### src/rtl/rf_write_arbiter.sv
// Shares the regfile write port: processor passes through combinationally, hw sources buffered one-deep and drained round-robin.
// Latency: processor 0 cycles; hw request commits no earlier than the cycle after it is presented.
// Backpressure: none upstream; processor always wins, a re-request on an occupied slot replaces it and bumps drop_count.
module rf_write_arbiter #(
    parameter int N        = 4,
    parameter int MAX_WAIT = 1024
) (
    input  logic            clock,
    input  logic            reset,
    input  logic            proc_we,
    input  logic [4:0]      proc_reg,
    input  logic [31:0]     proc_data,
    input  logic [N-1:0]    hw_req,
    input  logic [5*N-1:0]  hw_reg,
    input  logic [32*N-1:0] hw_data,
    output logic [N-1:0]    hw_grant,
    output logic [N-1:0]    hw_pending,
    output logic            rf_we,
    output logic [4:0]      rf_reg,
    output logic [31:0]     rf_data,
    output logic [7:0]      drop_count,
    output logic            starve
);
    localparam int PW = (N > 1) ? $clog2(N) : 1;
    localparam int WW = $clog2(MAX_WAIT + 1);
    localparam logic [WW-1:0] WAIT_MAX = WW'(MAX_WAIT);

    logic [N-1:0]       slot_vld;
    logic [N-1:0][4:0]  slot_reg;
    logic [N-1:0][31:0] slot_dat;
    logic [PW-1:0]      rr_ptr;
    logic [PW-1:0]      sel;
    logic [PW-1:0]      idx;
    logic               found;
    logic               drain;
    logic [WW-1:0]      wait_cnt;
    logic [WW-1:0]      wait_nxt;
    logic [7:0]         drop_nxt;
    int                 drop_sum;

    // First valid slot at or after rr_ptr, wrapping modulo N.
    always_comb begin
        found = 1'b0;
        sel   = '0;
        idx   = '0;
        for (int k = 0; k < N; k++) begin
            idx = PW'((int'(rr_ptr) + k) % N);
            if (!found && slot_vld[idx]) begin
                found = 1'b1;
                sel   = idx;
            end
        end
    end

    assign drain      = !reset && !proc_we && found;
    assign hw_pending = slot_vld;

    always_comb begin
        hw_grant = '0;
        rf_we    = 1'b0;
        rf_reg   = '0;
        rf_data  = '0;
        if (reset || proc_we) begin
            rf_we   = proc_we;
            rf_reg  = proc_reg;
            rf_data = proc_data;
        end else if (drain) begin
            hw_grant[sel] = 1'b1;
            rf_reg        = slot_reg[sel];
            rf_data       = slot_dat[sel];
            rf_we         = (slot_reg[sel] != 5'd0);
        end
    end

    always_comb begin
        drop_sum = int'(drop_count) + $countones(hw_req & slot_vld & ~hw_grant);
        drop_nxt = (drop_sum > 255) ? 8'hFF : 8'(drop_sum);
        wait_nxt = wait_cnt;
        if ((|hw_grant) || !(|slot_vld))
            wait_nxt = '0;
        else if (wait_cnt < WAIT_MAX)
            wait_nxt = wait_cnt + 1'b1;
    end

    always_ff @(posedge clock or posedge reset) begin
        if (reset) begin
            slot_vld   <= '0;
            slot_reg   <= '0;
            slot_dat   <= '0;
            rr_ptr     <= '0;
            drop_count <= '0;
            wait_cnt   <= '0;
            starve     <= 1'b0;
        end else begin
            // A request in the grant cycle refills the slot rather than clearing it.
            for (int i = 0; i < N; i++) begin
                if (hw_req[i]) begin
                    slot_vld[i] <= 1'b1;
                    slot_reg[i] <= hw_reg[5*i +: 5];
                    slot_dat[i] <= hw_data[32*i +: 32];
                end else if (hw_grant[i]) begin
                    slot_vld[i] <= 1'b0;
                end
            end
            if (drain)
                rr_ptr <= PW'((int'(sel) + 1) % N);
            drop_count <= drop_nxt;
            wait_cnt   <= wait_nxt;
            starve     <= (wait_nxt >= WAIT_MAX);
        end
    end
endmodule

### config.mk
export PLATFORM = sky130hd
export DESIGN_NAME = rf_write_arbiter
export DESIGN_NICKNAME = d
export VERILOG_FILES = /design/src/rtl/rf_write_arbiter.sv
export SDC_FILE = /design/constraint.sdc
export NUM_CORES = 1
export LEC_CHECK = 0
export CAP_MARGIN = 40
export CORE_UTILIZATION = 52
export CTS_CLUSTER_SIZE = 24
export DETAILED_ROUTE_END_ITERATION = 6
export GPL_TIMING_DRIVEN = 0
export PLACE_DENSITY = 0.87
export SYNTH_ARGS = -nofsm -noshare
export SYNTH_HDL_FRONTEND = slang
export SYNTH_SLANG_ARGS = --single-unit
### constraint.sdc
create_clock -name clock -period 15.1 [get_ports clock]
set_clock_uncertainty 0.1 [all_clocks]
set_input_delay 1.51 -clock clock [delete_from_list [all_inputs] [get_ports clock]]
set_output_delay 1.51 -clock clock [all_outputs]
set_load 0.1 [all_outputs]
==> flow_metrics.env <==
export IMPL_outcome="finished clean"
export IMPL_largest_reg_flops=128
export IMPL_drtAntennaViolNets=0
export IMPL_synth_cells=659
export IMPL_area_growth_pct=51.0
export IMPL_cts_buffers=17
export IMPL_synthTopCellsByCount="173 x dfrtp_1, 152 x mux2_2, 78 x nand2_1, 75 x mux2i_1, 32 x a32o_1"
export IMPL_drive_above_1_share=0.263
export IMPL_cts_setup_buffers=0
export IMPL_synth_cell_types=39
export IMPL_wire_per_inst_um=21.5
export IMPL_worstSetupEndpointType="output pin"
export IMPL_start_util=0.541
export IMPL_utilization=0.817
export IMPL_hold_violations=0
export IMPL_grt_pass1_vias=7427
export IMPL_yosysSeqAreaShare=0.519
export IMPL_via_count=6702
export IMPL_period_share=0.412
export IMPL_worst_pin_slew_ns=0.837
export IMPL_grt_max_degree=97
export IMPL_max_freq_mhz=161
export IMPL_dp_hpwl_um=18800
export IMPL_port_buffers=242
export IMPL_startpoint="reset"
export IMPL_ys_ff_latch=173
export IMPL_syn_area_mm2=0.00835
export IMPL_clkLatencyLatePin_ns=0.42
export IMPL_ios=247
export IMPL_drv_cap=0
export IMPL_nets=1177
export IMPL_synth_top_area_frac=0.519
export IMPL_hold_class="flip-flop to flip-flop"
export IMPL_num_rows=45
export IMPL_synthFlopType="dfrtp_1"
export IMPL_setup_violations_final=0
export IMPL_die_y_um=129
export IMPL_cp_max_fo=10
export IMPL_place_inst=1168
export IMPL_fin_ws_ns=8.87
export IMPL_cts_sinks=173
export IMPL_gp_congestion=0.794
export IMPL_yosysWarnings=0
export IMPL_fin_cells=1200
export IMPL_route_detailed_drc=0
export IMPL_hold_buffers=0
export IMPL_critPathKind="input port to output pin"
export IMPL_avgViaCountPerCell=5.59
export IMPL_synth_area_leaders="dfrtp_1 52%, mux2_2 21%, mux2i_1 9.0%"
export IMPL_cts_resized=0
export IMPL_async_flop_share=1.00
export IMPL_tns_ns=0
export IMPL_grt_pass1_wl_um=40000
export IMPL_dieArea_mm2=0.0166
export IMPL_peakVddDrop_v=0.000105
export IMPL_synth_edf_count=0
export IMPL_rsz0062_at_grt="no"
export IMPL_groute_usage_overall=0.327
export IMPL_syn_avg_cell_area_um2=12.7
export IMPL_overflow=0
export IMPL_leakagePower_uw=0.00541
export IMPL_synth_most_common_cell="dfrtp_1"
export IMPL_drv_slew=0
export IMPL_placed_cell_area_mm2=0.0120
export IMPL_required_ns=13.49
export IMPL_rr_startpoint="rr_ptr[1]$_DFFE_PP0P_"
export IMPL_antenna_cells=0
export IMPL_start_kind="input port"
export IMPL_antenna_found_initial=0
export IMPL_coreArea_mm2=0.0154
export IMPL_first_iter_violations=347
export IMPL_powerDensity_mw_per_mm2=154
export IMPL_first_pass_iters=5
export IMPL_h_tree_depth=4
export IMPL_cts_tree="yes"
export IMPL_pre_cts_ws_ns=8.90
export IMPL_cp_data_arrival_time_ns=4.62
export IMPL_design_area_mm2=0.0126
export IMPL_synth_nets=860
export IMPL_synth_top_area_cell="dfrtp_1"
export IMPL_cts_buffer_depth=2
export IMPL_wirelength_um=25800
export IMPL_die_w_um=129
export IMPL_min_from="slot_dat[32]$_DFFE_PP0P_"
export IMPL_slew_limit_headroom=0.442
export IMPL_cts_clk_slew_worst_paths_ns=0.06
export IMPL_final_min_clock_period_ns=6.23
export IMPL_root_buffer="clkbuf_16"
==> stage by stage <==
step	hold slack, ns	power (µW)
finish	0.405	1940
global route	0.423	2020
CTS	0.409	1950
detailed placement	0.393	1490
global placement	0.385	1340
floorplan	0.372	1140
==> per-layer routing <==
layer  GRT usage  routed length (µm)
met4       0.152                 867
met3      0.0890                1750
met1       0.389               10100
met5           0                   0
met2       0.553               13000
==> cell type report <==
class | count | area (µm²)
tap | 211 | 264
multi-input combinational | 432 | 3770
sequential | 173 | 4330
timing repair buffer | 298 | 3380
fill | 879 | 2830
inverter | 12 | 52.6
buffer | 42 | 206
clock inverter | 13 | 165
clock buffer | 19 | 443
==> placed cells by master, fill, tap and decap left out, types with 2 or more instances in the layout <==
master / count
ha_1: 6
inv_1: 10
a21oi_1: 5
inv_6: 2
buf_1: 3
clkbuf_1: 26
clkdlybuf4s50_1: 242
dfrtp_1: 173
a41oi_1: 2
o21ai_0: 8
buf_2: 9
nor2_1: 12
nand2_1: 78
nor2b_1: 9
buf_6: 5
fa_1: 3
nand2b_1: 3
clkbuf_16: 17
clkinv_2: 2
a31oi_1: 2
clkinvlp_4: 4
mux2i_1: 75
buf_8: 47
a32o_1: 32
xor2_1: 5
clkinv_4: 2
xnor2_1: 6
mux2_2: 152
a21o_1: 5
nand3_1: 9
and3_1: 6
buf_16: 9
bufinv_16: 3
==> critical path, cell delays in order <==
cell and delay (ns):
clkdlybuf4s50_1 0.51, or2_2 0.36, nor2b_1 0.17, clkbuf_1 0.54
clkbuf_1 0.49, a32o_1 0.27, clkdlybuf4s50_1 0.54, buf_8 0.21
==> power by group <==
part           internal (µW)  switching, µW  total, µW
Combinational            382            531        913
Sequential               525           51.5        577
Clock                    266            187        452
==> worst paths after layout <==
path                       slack [ns]                   endpoint  cells after the start
max                              8.87                rf_data[20]                      8
min                              0.41   slot_dat[32]$_DFFE_PP0P_                      1
max reg2reg                     10.32    drop_count[3]$_DFF_PP0_                     16
min reg2reg                      0.41   slot_dat[32]$_DFFE_PP0P_                      1
max in group asynchronous       12.57  slot_dat[112]$_DFFE_PP0P_                      3
min in group asynchronous        1.53   slot_reg[18]$_DFFE_PP0P_                      2
==> cell families after synthesis <==
logic type	synth area share
flip-flops	0.519
multiplexers	0.295
buffers and inverters	0.0301
AND/OR/NAND/NOR	0.0649
XOR/XNOR	0.0115
adder cells (fa/ha/maj)	0.0162
AO/OA/AOI/OAI	0.0636
No activity file was read; power rests on OpenSTA's default activity.
==> patch 1, RTL diff (config.mk and constraints unchanged) <==
`MAX_WAIT`: 1024 -> 4096.
--- a/src/rtl/rf_write_arbiter.sv
+++ b/src/rtl/rf_write_arbiter.sv
@@ -3,7 +3,7 @@
 // Backpressure: none upstream; processor always wins, a re-request on an occupied slot replaces it and bumps drop_count.
 module rf_write_arbiter #(
     parameter int N        = 4,
-    parameter int MAX_WAIT = 1024
+    parameter int MAX_WAIT = 4096
 ) (
     input  logic            clock,
     input  logic            reset,
Function: same outputs for any inputs over 4 cycles, from zero or initial values and one cycle with reset high; that may be too few to reach the edited logic, so the function may still have changed.
==> patch 1 against the original RTL <==
  * Utilization decreased by 2.2 points
  * First-iteration DRC count rose by 34%
  * Combinational power fell by 2%
  * Design area grew 0.23%
  * Synthesized area up 1.1%
  * Setup slack got worse by 0.036 ns
  * Total power shrank 2.3%
  * Sequential cell count increased by 2
  * Wire length fell by 1.1%
  * Highest routed layer is now met5
==> patch 1: results (changes against the original RTL) <==
[status]
status = completed

[yosys]
async_flop_share_pct = 100.0  ; unchanged
yosys-top-cells-area = dfrtp_1 52%, mux2_2 20%, mux2i_1 8.9%, a32o_1 3.8%, nand2_1 3.6%
synth.yosys.seq_area_share_pct = 51.91  ; about the same
synth_common_cells = 175 x dfrtp_1, 152 x mux2_2, 82 x nand2_1, 75 x mux2i_1, 32 x a32o_1
avgSynthCellArea_sq_um = 12.54  ; -1.0%

[setup_path]
critPathMaxStageDelay_ns = 0.59  ; +0.05 ns
r2r_slack_ns = 10.47  ; +0.15 ns
worstPathArrival_ns = 4.65  ; +0.03 ns
crit_path_top_delay_cell = clkdlybuf4s50_1

[cts]
clk_latency_ns = 0.43
cts_resized = 0  ; unchanged

[power]
p_leak_nw = 5.425  ; +0.36%
p_sw_w = 0.0007578  ; -1.4%
peakVddDrop_mv = 0.1054  ; about the same

[grt]
grt_usage_pct = 31.45  ; -1.2 points
grt_pass1_vias = 7454  ; +0.36%
antenna_found_initial = 1  ; +1
grt_pass1_wl_um = 38940  ; -2.8%
grt_max_degree = 98  ; +1.0%

[place]
gp_congestion = 0.8055  ; +1.5%
hpwl_um = 18290  ; -2.5%
pre_cts_slack_ns = 8.902  ; +0.003300 ns

[route]
routed_wl_um = 25500  ; -1.1%
drt_iter0_drc = 465  ; +34%
num_vias = 6806  ; +1.6%
vias_per_cell = 5.583  ; about the same

[cells_and_area]
largest_reg_flops = 128  ; unchanged
final_nets = 1191  ; +1.2%
drive_gt1_share_pct = 26.02  ; -0.27 points

[sta]
tightest_slew_ns = 0.7862  ; -0.05100 ns
timing.final.crit_share_pct = 41.48  ; +0.24 points

[min_path]
hp-start = slot_dat[122]$_DFFE_PP0P_

==> patch 1: power groups by stage <==
stage	Combinational (W)	Sequential [W]	Clock, W
global route	0.000943	0.000586	0.000447
floorplan	0.000486	0.000659	0
detailed placement	0.000890	0.000584	0
finish	0.000896	0.000578	0.000423
global placement	0.000765	0.000581	0
CTS	0.000899	0.000577	0.000427
==> patch 1: path summary, 6_finish.rpt <==
kind,end,cells past startpoint
worst max-delay path,rf_data[7],8
worst min-delay path,slot_dat[122]$_DFFE_PP0P_,1
worst max register to register,drop_count[3]$_DFF_PP0_,16
worst min register to register,slot_dat[122]$_DFFE_PP0P_,1
max in group asynchronous,slot_dat[15]$_DFFE_PP0P_,3
min in group asynchronous,slot_reg[15]$_DFFE_PP0P_,2
==> patch 1: cells by family (layout without fill, tap and decap cells) <==
logic type / count (synthesis) / after routing / share of synthesized area [%]
flops: 175 / 175 / 51.91
buf+inv: 55 / 385 / 3.025
simple gates: 131 / 131 / 6.689
mux: 227 / 227 / 29.19
xor+xnor: 11 / 11 / 1.142
fa+ha+maj: 9 / 9 / 1.602
compound gates: 65 / 65 / 6.451
==> patch 1: per-layer routing <==
layer	routed length [um]	up-vias	track usage (%)
met2	13020	304	53.95
met4	1170	2	17.99
met5	13	-	0
met3	1767	84	7.927
li1	-	3035	-
met1	9528	3381	35.83
==> patch 1: cell type report <==
class / instances / area, sq um
flip-flops and latches: 175 / 4379
multi-input cells: 443 / 3802
repair buffers: 298 / 3351
fillers: 968 / 3254
clock buffers: 19 / 452.9
well taps: 216 / 270.3
plain buffers: 42 / 206.4
clock inverters: 13 / 112.6
inverters: 13 / 56.30
==> patch 1: worst max-delay path: cells and delay by family <==
kind                   cells  cell delay (ns)
buffers and inverters      5             2.34
AO/OA/AOI/OAI              1             0.27
AND/OR/NAND/NOR            2             0.54
==> patch 1: metrics by stage <==
step	instance area, sq um	hold slack (ns)	total power [W]
6_report	12630	0.4053	0.001898
5_1_grt	12630	0.4158	0.001976
4_1_cts	12630	0.4089	0.001903
3_5_place_dp	12070	0.3947	0.001474
3_3_place_gp	11130	0.3879	0.001345
2_1_floorplan	8437	0.3720	0.001144
==> patch 2, RTL diff (same settings) <==
Made on the original files. Register the output `drop_count` once more; this adds one clock of latency there. The other outputs are not delayed to match.
--- a/src/rtl/rf_write_arbiter.sv
+++ b/src/rtl/rf_write_arbiter.sv
@@ -24,6 +24,8 @@
     localparam int PW = (N > 1) ? $clog2(N) : 1;
     localparam int WW = $clog2(MAX_WAIT + 1);
     localparam logic [WW-1:0] WAIT_MAX = WW'(MAX_WAIT);
+
+    logic [7:0] drop_count_s0;
 
     logic [N-1:0]       slot_vld;
     logic [N-1:0][4:0]  slot_reg;
@@ -73,7 +75,7 @@
     end
 
     always_comb begin
-        drop_sum = int'(drop_count) + $countones(hw_req & slot_vld & ~hw_grant);
+        drop_sum = int'(drop_count_s0) + $countones(hw_req & slot_vld & ~hw_grant);
         drop_nxt = (drop_sum > 255) ? 8'hFF : 8'(drop_sum);
         wait_nxt = wait_cnt;
         if ((|hw_grant) || !(|slot_vld))
@@ -88,7 +90,7 @@
             slot_reg   <= '0;
             slot_dat   <= '0;
             rr_ptr     <= '0;
-            drop_count <= '0;
+            drop_count_s0 <= '0;
             wait_cnt   <= '0;
             starve     <= 1'b0;
         end else begin
@@ -104,10 +106,14 @@
             end
             if (drain)
                 rr_ptr <= PW'((int'(sel) + 1) % N);
-            drop_count <= drop_nxt;
+            drop_count_s0 <= drop_nxt;
             wait_cnt   <= wait_nxt;
             starve     <= (wait_nxt >= WAIT_MAX);
         end
     end
+    always_ff @(posedge clock) begin
+        drop_count <= drop_count_s0;
+    end
+
 endmodule
 
Formal check against the unedited RTL: not equivalent (a bounded check fails within 4 cycles, from zero or initial values and one cycle with reset high).
==> patch 2 against the original RTL <==
  * Synthesized area is 1.9% higher
  * Synthesized cell count is 1.2% higher
  * Via count is 2.0% higher
  * Count of clock-buffer cells in the layout is 3 higher
  * Sequential share of layout area is 0.94 points higher
  * Sequential cell count is 8 higher
  * Design area is 0.93% higher
  * Setup slack worse by 0.010 ns
  * Total power is 1.8% higher
  * Wire length is 2.0% higher
  * Critical endpoint is now rf_data[8]
==> patch 2: results (changes against the original RTL) <==
[cts]
clock-sinks = 181  ; +4.6%

[cells_and_area]
drive_gt1_share_pct = 25.98  ; -0.31 points
antennaDiodeCount = 1  ; +1
register_area_sq_um = 4489  ; +3.7%
final.fill_count = 937  ; +6.6%

[power]
p_leak_nw = 5.443  ; +0.70%
pwr-share-clk_pct = 23.7  ; +0.4 points
p_sw_w = 0.0007710  ; +0.28%

[route]
drt-met1-wl_um = 9785  ; -3.4%
dr.pass1.iters = 6  ; +1
route.met2.wl_um = 13520  ; +3.8%
drt_iter0_drc = 362  ; +4.3%
vias_per_cell = 5.633  ; +0.85%

[yosys]
synth_compound_area_share_pct = 6.236  ; -0.12 points
async_flop_share_pct = 95.58  ; -4.4 points
synth.yosys.seq_area_share_pct = 52.77  ; +0.91 points
syn_inst = 667  ; +1.2%
synth_xor_area_share_pct = 1.133  ; -0.022 points
yosys-top-cells-area = dfrtp_1 51%, mux2_2 20%, mux2i_1 8.8%, a32o_1 3.8%, nand2_1 3.4%
ys_types = 40  ; +2.6%
synth_adder_area_share_pct = 1.588  ; -0.030 points
muxShareOfSynthArea_pct = 28.95  ; -0.56 points

[setup_path]
worstPathArrival_ns = 4.63  ; about the same
crit_path_top_delay_cell = clkdlybuf4s50_1

[grt]
grt_usage_pct = 32.79  ; +0.098 points
grt_use_met3_pct = 8.733  ; -0.17 points
gr-usage-met1_pct = 36.93  ; -2.0 points
grt_pass1_wl_um = 40170  ; +0.31%

[status]
status = completed

[place]
pre_cts_slack_ns = 8.923  ; +0.02446 ns
place_area_sq_um = 12100  ; +0.87%
place_inst = 1181  ; +1.1%
hpwl_um = 19060  ; +1.6%

[sta]
tightest_slew_ns = 0.8553  ; +0.01810 ns

-- patch 2: changes by cell type in the layout (fill, tap and decap cells not counted) --
cell	before	now
clkinvlp_4	4	5
clkinv_4	2	0
buf_1	3	4
diode_2	0	1
dfxtp_1	0	8
clkinv_2	2	0
buf_8	47	52
buf_16	9	4
clkbuf_8	1	3
-- patch 2: final timing paths --
path | from | to | slack (ns) | depth (start not counted)
max | reset | rf_data[8] | 8.86 | 8
min reg2reg | drop_count_s0[0]$_DFF_PP0_ | drop_count[0]$_DFF_P_ | 0.31 | 0
max in group asynchronous | reset | slot_dat[75]$_DFFE_PP0P_ | 12.55 | 3
min | drop_count_s0[0]$_DFF_PP0_ | drop_count[0]$_DFF_P_ | 0.31 | 0
max reg2reg | rr_ptr[1]$_DFFE_PP0P_ | drop_count_s0[3]$_DFF_PP0_ | 10.66 | 16
min in group asynchronous | reset | hw_pending[3]$_DFFE_PP0P_ | 1.46 | 2
